[config.mk]
export PLATFORM = sky130hd
export DESIGN_NAME = cl_frame_tx
export DESIGN_NICKNAME = d
export VERILOG_FILES = /design/src/rtl/cl_frame_tx.sv
export SDC_FILE = /design/constraint.sdc
export NUM_CORES = 1
export LEC_CHECK = 0
export ABC_AREA = 1
export BUFFER_PORTS_ARGS = -buffer_cell sky130_fd_sc_hd__buf_2
export CAP_MARGIN = 20
export CORE_MARGIN = 2
export CORE_UTILIZATION = 42
export CTS_CLUSTER_DIAMETER = 30
export CTS_CLUSTER_SIZE = 25
export DETAILED_ROUTE_END_ITERATION = 16
export PLACE_DENSITY = 0.68
export SYNTH_ARGS = -nofsm -noshare
export SYNTH_HDL_FRONTEND = slang
export SYNTH_SLANG_ARGS = --single-unit
[constraint.sdc]
create_clock -name sys_clk -period 3.6 [get_ports sys_clk]
set_input_delay 0.18 -clock sys_clk [delete_from_list [all_inputs] [get_ports sys_clk]]
set_output_delay 0.18 -clock sys_clk [all_outputs]
set_load 0.1 [all_outputs]
[src/rtl/cl_frame_tx.sv]
// cl_frame_tx: CameraLink-style frame transmitter turning 4-pixel words into FVAL/LVAL/DVAL timing.
// Define CL_TX_TESTPAT_EN to add the testMode input and the internal ramp-pattern generator.
module cl_frame_tx #(
  parameter int FV_LEAD = 4,
  parameter int FV_TAIL = 4
) (
  input  logic        sys_clk,
  input  logic        sys_rst_n,
  input  logic        send_frame,
  input  logic [15:0] imageWidth,
  input  logic [15:0] imageHeight,
  input  logic [15:0] hBlank,
`ifdef CL_TX_TESTPAT_EN
  input  logic        testMode,
`endif
  input  logic [47:0] s_pixel,
  input  logic        s_valid,
  output logic        s_ready,
  output logic        frame_valid_cl,
  output logic        line_valid_cl,
  output logic        new_frame_cl,
  output logic        pixel_vld_cl,
  output logic [47:0] pixel_cl,
  output logic        busy,
  output logic        frame_done,
  output logic [15:0] underrun_cnt
);

  typedef enum logic [2:0] {IDLE, LEAD, LINE, HBLANK, TAIL} state_t;

  localparam logic [15:0] LEAD_LAST = 16'(FV_LEAD - 1);
  localparam logic [15:0] TAIL_LAST = 16'(FV_TAIL - 1);

  function automatic logic [15:0] sat_inc(input logic [15:0] v);
    return (v == 16'hFFFF) ? v : v + 16'd1;
  endfunction

  state_t      state, state_nx;
  logic [15:0] width_q, height_q, hblank_q;
  logic [15:0] width_nx, height_nx, hblank_nx;
  logic [15:0] col_cnt, line_cnt, phase_cnt;
  logic [15:0] col_nx, line_nx, phase_nx;
  logic [15:0] underrun_nx;
  logic        ready_nx, fv_nx, lv_nx, nf_nx, dv_nx, done_nx, busy_nx;
  logic [47:0] pixel_nx;
  logic        cfg_ok, in_valid, xfer, ready_en;
  logic [47:0] in_word;

`ifdef CL_TX_TESTPAT_EN
  logic        test_q, test_nx;
  logic [11:0] pat_base;

  // Ramp pattern shares the capture path's lane ordering: n, n+2, n+1, n+3 from LSB up.
  assign pat_base = 12'(line_cnt + col_cnt);
  assign in_valid = test_q | (s_valid & s_ready);
  assign in_word  = test_q ? {pat_base + 12'd3, pat_base + 12'd1, pat_base + 12'd2, pat_base}
                           : s_pixel;
  assign ready_en = ~test_q;
`else
  assign in_valid = s_valid & s_ready;
  assign in_word  = s_pixel;
  assign ready_en = 1'b1;
`endif

  assign cfg_ok = (imageWidth >= 16'd4) && (imageWidth[1:0] == 2'b00) && (imageHeight != 16'd0);
  assign xfer   = (state == LINE) && in_valid;

  always_comb begin
    state_nx    = state;
    width_nx    = width_q;
    height_nx   = height_q;
    hblank_nx   = hblank_q;
    col_nx      = col_cnt;
    line_nx     = line_cnt;
    phase_nx    = phase_cnt;
    underrun_nx = underrun_cnt;
    pixel_nx    = pixel_cl;
    ready_nx    = 1'b0;
    fv_nx       = 1'b0;
    lv_nx       = 1'b0;
    nf_nx       = 1'b0;
    dv_nx       = 1'b0;
    done_nx     = 1'b0;
`ifdef CL_TX_TESTPAT_EN
    test_nx     = test_q;
`endif
    case (state)
      IDLE: begin
        if (send_frame && cfg_ok) begin
          width_nx    = imageWidth;
          height_nx   = imageHeight;
          hblank_nx   = hBlank;
`ifdef CL_TX_TESTPAT_EN
          test_nx     = testMode;
`endif
          col_nx      = 16'd0;
          line_nx     = 16'd0;
          phase_nx    = LEAD_LAST;
          underrun_nx = 16'd0;
          fv_nx       = 1'b1;
          nf_nx       = 1'b1;
          state_nx    = LEAD;
        end
      end
      LEAD: begin
        fv_nx = 1'b1;
        if (phase_cnt == 16'd0) begin
          state_nx = LINE;
          ready_nx = ready_en;
        end else begin
          phase_nx = phase_cnt - 16'd1;
        end
      end
      LINE: begin
        // LVAL/DVAL are registered from this state, so both land one cycle after the transfer.
        fv_nx = 1'b1;
        lv_nx = 1'b1;
        if (xfer) begin
          dv_nx    = 1'b1;
          pixel_nx = in_word;
          if (col_cnt == width_q - 16'd4) begin
            col_nx  = 16'd0;
            line_nx = line_cnt + 16'd1;
            if (line_cnt == height_q - 16'd1) begin
              state_nx = TAIL;
              phase_nx = TAIL_LAST;
            end else begin
              state_nx = HBLANK;
              phase_nx = (hblank_q == 16'd0) ? 16'd0 : hblank_q - 16'd1;
            end
          end else begin
            col_nx   = col_cnt + 16'd4;
            ready_nx = ready_en;
          end
        end else begin
          ready_nx    = ready_en;
          underrun_nx = sat_inc(underrun_cnt);
        end
      end
      HBLANK: begin
        fv_nx = 1'b1;
        if (phase_cnt == 16'd0) begin
          state_nx = LINE;
          ready_nx = ready_en;
        end else begin
          phase_nx = phase_cnt - 16'd1;
        end
      end
      TAIL: begin
        if (phase_cnt == 16'd0) begin
          state_nx = IDLE;
          done_nx  = 1'b1;
        end else begin
          fv_nx    = 1'b1;
          phase_nx = phase_cnt - 16'd1;
        end
      end
      default: state_nx = IDLE;
    endcase
    busy_nx = (state_nx != IDLE);
  end

  // Output register stage: every port is a flop, cleared asynchronously.
  always_ff @(posedge sys_clk or negedge sys_rst_n) begin
    if (!sys_rst_n) begin
      state          <= IDLE;
      width_q        <= 16'd0;
      height_q       <= 16'd0;
      hblank_q       <= 16'd0;
      col_cnt        <= 16'd0;
      line_cnt       <= 16'd0;
      phase_cnt      <= 16'd0;
      underrun_cnt   <= 16'd0;
      pixel_cl       <= 48'd0;
      s_ready        <= 1'b0;
      frame_valid_cl <= 1'b0;
      line_valid_cl  <= 1'b0;
      new_frame_cl   <= 1'b0;
      pixel_vld_cl   <= 1'b0;
      frame_done     <= 1'b0;
      busy           <= 1'b0;
`ifdef CL_TX_TESTPAT_EN
      test_q         <= 1'b0;
`endif
    end else begin
      state          <= state_nx;
      width_q        <= width_nx;
      height_q       <= height_nx;
      hblank_q       <= hblank_nx;
      col_cnt        <= col_nx;
      line_cnt       <= line_nx;
      phase_cnt      <= phase_nx;
      underrun_cnt   <= underrun_nx;
      pixel_cl       <= pixel_nx;
      s_ready        <= ready_nx;
      frame_valid_cl <= fv_nx;
      line_valid_cl  <= lv_nx;
      new_frame_cl   <= nf_nx;
      pixel_vld_cl   <= dv_nx;
      frame_done     <= done_nx;
      busy           <= busy_nx;
`ifdef CL_TX_TESTPAT_EN
      test_q         <= test_nx;
`endif
    end
  end

endmodule

; Word level (Yosys, flattened, before mapping)
; Cells that the tools add are included.
[classes]
n_eq_ne = 13
n_lt_le_gt_ge = 1
n_shift = 0
muxes = 36
addsub = 7
n_reduce_logical = 21
bitwise = 1
div = 0
n_mul = 0
[op_table]
columns = op, n
row1 = $mux 16, 13
row2 = $pmux 16 s2, 3
row3 = $pmux 16 s3, 1
row4 = $sub 16x1->16 const B, 3
row5 = $add 16x1->16 const B, 2
row6 = $eq 16x16->1, 2
row7 = $logic_not 16->1, 2
row8 = $mux 3, 6
row9 = $add 16x3->16 const B, 1
row10 = $eq 16x16->1 const B, 1
row11 = $ge 16x3->1 const B, 1
row12 = $reduce_bool 16->1, 1
row13 = $sub 16x3->16 const B, 1
row14 = $pmux 3 s4, 1
row15 = $mux 1, 10
row16 = $ne 2x2->1 const B, 5
row17 = $reduce_and 4->1, 2
row18 = $eq 3x2->1 const B, 2
row19 = $reduce_bool 3->1, 2
row20 = $reduce_or 3->1, 2
row21 = $reduce_and 5->1, 1
row22 = $logic_and 1x1->1, 4
row23 = $reduce_and 2->1, 2
row24 = $eq 3x1->1 const B, 1
row25 = 10 further kinds, 10
[word_totals]
reg_bits = 170
n_memories = 0
mem_bits_rw = 0
romBits = 0
latchBits = 0
word_cells = 95

; Depth between registers and ports, before layout
[depth]
ltp_word = 7
ltp_mapped = 18

; Worst setup path after synthesis
; Ideal clock, no wire load.
[synth_timing]
path_type = register to register
from = register underrun_cnt[0]
to = register underrun_cnt[14]
required_ps = 3504
arrival_ps = 2482
setup_slack_ps = 1023
path_buffers = 1
path_stages_with_launch = 9
path_cell_list = dfrtp_1 ha_1 nand3_1 inv_1 nand2_1 o311ai_1 buf_2 nand2_1 o31ai_1
[synth_via]
elab_chain_len = 4
[synth_rtl]
columns = element, line
row1 = from (decl), 26  ; output logic [15:0] underrun_cnt
row2 = from (signal assigned), 193  ; underrun_cnt <= underrun_nx;
row3 = $add 16x1->16, 35  ; return (v == 16'hFFFF) ? v : v + 16'd1;
row4 = $mux 16, 35
row5 = $mux 16, 118  ; if (xfer) begin
row6 = $pmux 16 s2, 87  ; case (state)
; Several ways; a longest one is shown, not always the timed one. The select of a mux whose other input is x is not followed.
; A chain may end at the register's enable or synchronous reset.

; Worst setup path in the final report
[layout_timing]
from = register height_q[0]
to = register phase_cnt[14]
[layout_via]
elab_chain_len = 6
[layout_rtl]
columns = element, line
row1 = from (decl), 39  ; logic [15:0] width_q, height_q, hblank_q;
row2 = from (signal assigned), 188  ; height_q <= height_nx;
row3 = $sub 16x1->16, 124  ; if (line_cnt == height_q - 16'd1) begin
row4 = $eq 16x16->1, 124
row5 = $mux 16, 124
row6 = $mux 16, 121  ; if (col_cnt == width_q - 16'd4) begin
row7 = $mux 16, 118
row8 = $pmux 16 s3, 87
row9 = to (signal assigned), 192  ; phase_cnt <= phase_nx;
row10 = to (decl), 41  ; logic [15:0] col_cnt, line_cnt, phase_cnt;
; No other way between the ends. The select of a mux whose other input is x is not followed.

==> results_dict.tcl <==
set metrics [dict create \
    status "complete, no violations" \
    path_buf_inv 1 \
    track_usage 0.219 \
    crit_cells 15 \
    ctsRootBufferMaster "clkbuf_16" \
    numCtsBuffers 17 \
    holdPathStages 3 \
    cts_tree "done" \
    hold_class "primary input to flop" \
    max-cap-violations 0 \
    grt_pass1_wl_mm 43.6 \
    max-clock-path-buffers 2 \
    hold_path_end "hblank_q[12]" \
    cp_slowest_cell "dfrtp_1" \
    ir_worst_vdd_mv 0.516 \
    fin_hold_ws_ns 0.00723 \
    vias 9465 \
    worstPathMaxFanout 14 \
    synth_nets 1508 \
    rrSetupSlack_ns 1.06 \
    start_kind "flop" \
    drc 0 \
    clk_latency_ns 0.44 \
    hold_viol_final 0 \
    finalCriticalPeriod_ns 2.54 \
    yosysTopAreaCell "dfrtp_1" \
    fmax_ghz 0.393 \
    rr_worst_depth 15 \
    drt-initial-drc-count 478 \
    synth_cells 1401 \
    first_pass_iters 5 \
    pin_count 171 \
    cpLargestDelayFamily "simple AND/OR/NAND/NOR gates" \
    leakage_nw 6.45 \
    cpMostUsedCell "nand2_1" \
    gp_congestion 0.868 \
    r2r_end "phase_cnt[14]" \
    slew_violations 0 \
    viasPerCell 4.82 \
    grt_pass1_vias 9177 \
    synth_cell_types 39 \
    antenna_found_initial 0 \
    critical_path_class "flop to flop" \
    dieWidth_um 157 \
    synth.area.top_cells "dfrtp_1, nand2_1, nor2_1, inv_1, nand3_1" \
    grt_max_degree 86 \
    crit_arrival_ns 2.88 \
    synth.avg_cell_area_sq_um 6.98 \
    yosysWarnings 0 \
    drive_above_1_share 0.155 \
    die_h_um 157 \
    tns_ns 0 \
    routed_wirelength_mm 25.7 \
    worst_pin_slew_ns 0.802 \
    slew_headroom 0.466 \
    cts-htree-levels 4 \
    start_util 0.430 \
    dpl.cell_count 1856 \
    finClkSkew_ns 0.0141 \
    critPathCaptureType "flop" \
    crit_chain "inv_1 -> ha_1 -> nand3_2 -> nor2_2 -> nand2_1 -> nand2_1 -> nand2_1 -> nor2_1 -> nand2_1 -> nor2_1 -> nand3_2 -> nand2_1 -> nand2_1 -> nand2_1 -> nand2_1" \
    path_clk_slew_ns 0.08 \
    overflow 0 \
    hp-start "hBlank[12]" \
    final-setup-viol-count 0 \
    antenna_left 0 \
    p_total_mw 9.04 \
    rows 55 \
    diodes 0 \
    fin_cells 1962 \
    cts_sinks 168 \
    coreArea_sq_um 22800 \
    wl_per_cell_um 13.1 \
    required_ns 3.93 \
    synth_top_area_share 0.430 \
    fin_crit_sh 0.706 \
    ys_seq_area_frac 0.430 \
    postCtsSetupRepairBufs 0 \
    r2r_start "height_q[0]" \
    dp_hpwl_mm 18.2 \
    layout.nets 1743 \
    ys_ff_latch 168 \
    powerDensity_nw_per_um2 733 \
    die-area_sq_um 24500 \
    cpPeakStageDelay_ns 0.40 \
    area.growth.synth_to_final_pct 26.0 \
    rsz0062_at_grt "false" \
    port_buffers 170 \
    syn-cell-area_sq_um 9790 \
]
[power by group]
group          switching, mW  internal (mW)
clock                  0.941          0.954
combinational           3.12           1.14
sequential             0.479           2.40
total                   4.54           4.50
[flip-flops by register name, summed over array words and instances (netlist names)]
register / cells
pixel_cl: 48
hblank_q: 16
height_q: 16
line_cnt: 16
phase_cnt: 16
underrun_cnt: 16
width_q: 16
col_cnt: 14
state: 3
busy: 1
frame_done: 1
frame_valid_cl: 1
line_valid_cl: 1
new_frame_cl: 1
pixel_vld_cl: 1
s_ready: 1
[repair_timing]
| item | CTS | global route |
|---|---|---|
| gates resized for setup | 0 | 0 |
| hold buffers | 74 | 0 |
| endpoints found under the hold margin | 156 | 0 |
[worst min-delay path, stage by stage]
cell	delay, ns
buf_2	0.12
nand2_1	0.06
nand2_1	0.05
[metrics by stage]
| stage | setup slack (ns) | cell area (sq um) | util |
|---|---|---|---|
| global placement | 1.16 | 11000 | 0.482 |
| finish | 1.06 | 12300 | 0.542 |
| floorplan | 1.02 | 9790 | - |
| detailed placement | 1.09 | 11000 | 0.482 |
| global route | 0.604 | 12300 | 0.542 |
| CTS | 1.05 | 12300 | 0.542 |
[worst max-delay path by stage]
stage / from / endpoint / slack, ns
5_1_grt: height_q[0] / phase_cnt[4] / 0.60
3_5_place_dp: height_q[0] / phase_cnt[3] / 1.09
6_report: height_q[0] / phase_cnt[14] / 1.06
4_1_cts: height_q[0] / phase_cnt[3] / 1.05
3_3_place_gp: height_q[0] / phase_cnt[3] / 1.16
2_1_floorplan: underrun_cnt[0] / underrun_cnt[14] / 1.02
[cell families (layout without fill, tap and decap cells)]
logic type	Yosys count	after routing	share of synthesized area
flops	168	168	0.430
compound gates	112	112	0.0637
xor+xnor	55	55	0.0492
fa+ha+maj	7	7	0.00895
simple gates	880	880	0.377
buf+inv	179	427	0.0712
[metal layers]
layer,up-vias,share of wire,global-route usage,wire length (um)
li1,4847,-,-,-
met1,4343,0.47,0.292,12100
met2,246,0.46,0.368,12000
met3,29,0.054,0.0468,1390
met4,0,0.013,0.0467,328
met5,-,0,0,0
[final cells by class]
cell class,count,area (sq um)
clock buffer,17,425
fill,2127,10400
inverter,142,533
clock inverter,15,193
tap,313,392
sequential,168,4200
multi-input combinational,1054,4910
timing repair buffer,253,1680
[cell usage after synthesis, drive strengths merged]
cell    number
xnor2       12
ha           7
nor4         2
clkbuf      20
o221ai       2
nand2      566
xor2        43
or2         11
buf         17
clkinv       4
o21ai       77
o31ai       15
nor3        22
and2         3
nand4       15
dfrtp      168
a21oi       13
nor3b        4
inv        138
nor2       159
a21o         2
o21a         2
nand3b      11
o311ai       1
nand3       87
[cell usage in the layout (no fill, tap or decap), types with 3 or more instances in the layout]
cell type	n
a21oi_1	13
and2_1	3
buf_2	169
buf_4	8
clkbuf_16	17
clkinv_1	4
clkinv_8	6
dfrtp_1	168
dlygate4sd3_1	74
ha_1	7
inv_1	132
inv_2	6
inv_8	5
nand2_1	559
nand2_2	5
nand3_1	83
nand3_2	3
nand3b_1	11
nand4_1	15
nor2_1	146
nor2_2	8
nor2_4	4
nor3_1	22
nor3b_1	3
o21ai_0	59
o21ai_1	17
o31ai_1	15
or2_2	11
xnor2_1	12
xor2_1	43
(Power assumes the default switching activity.)
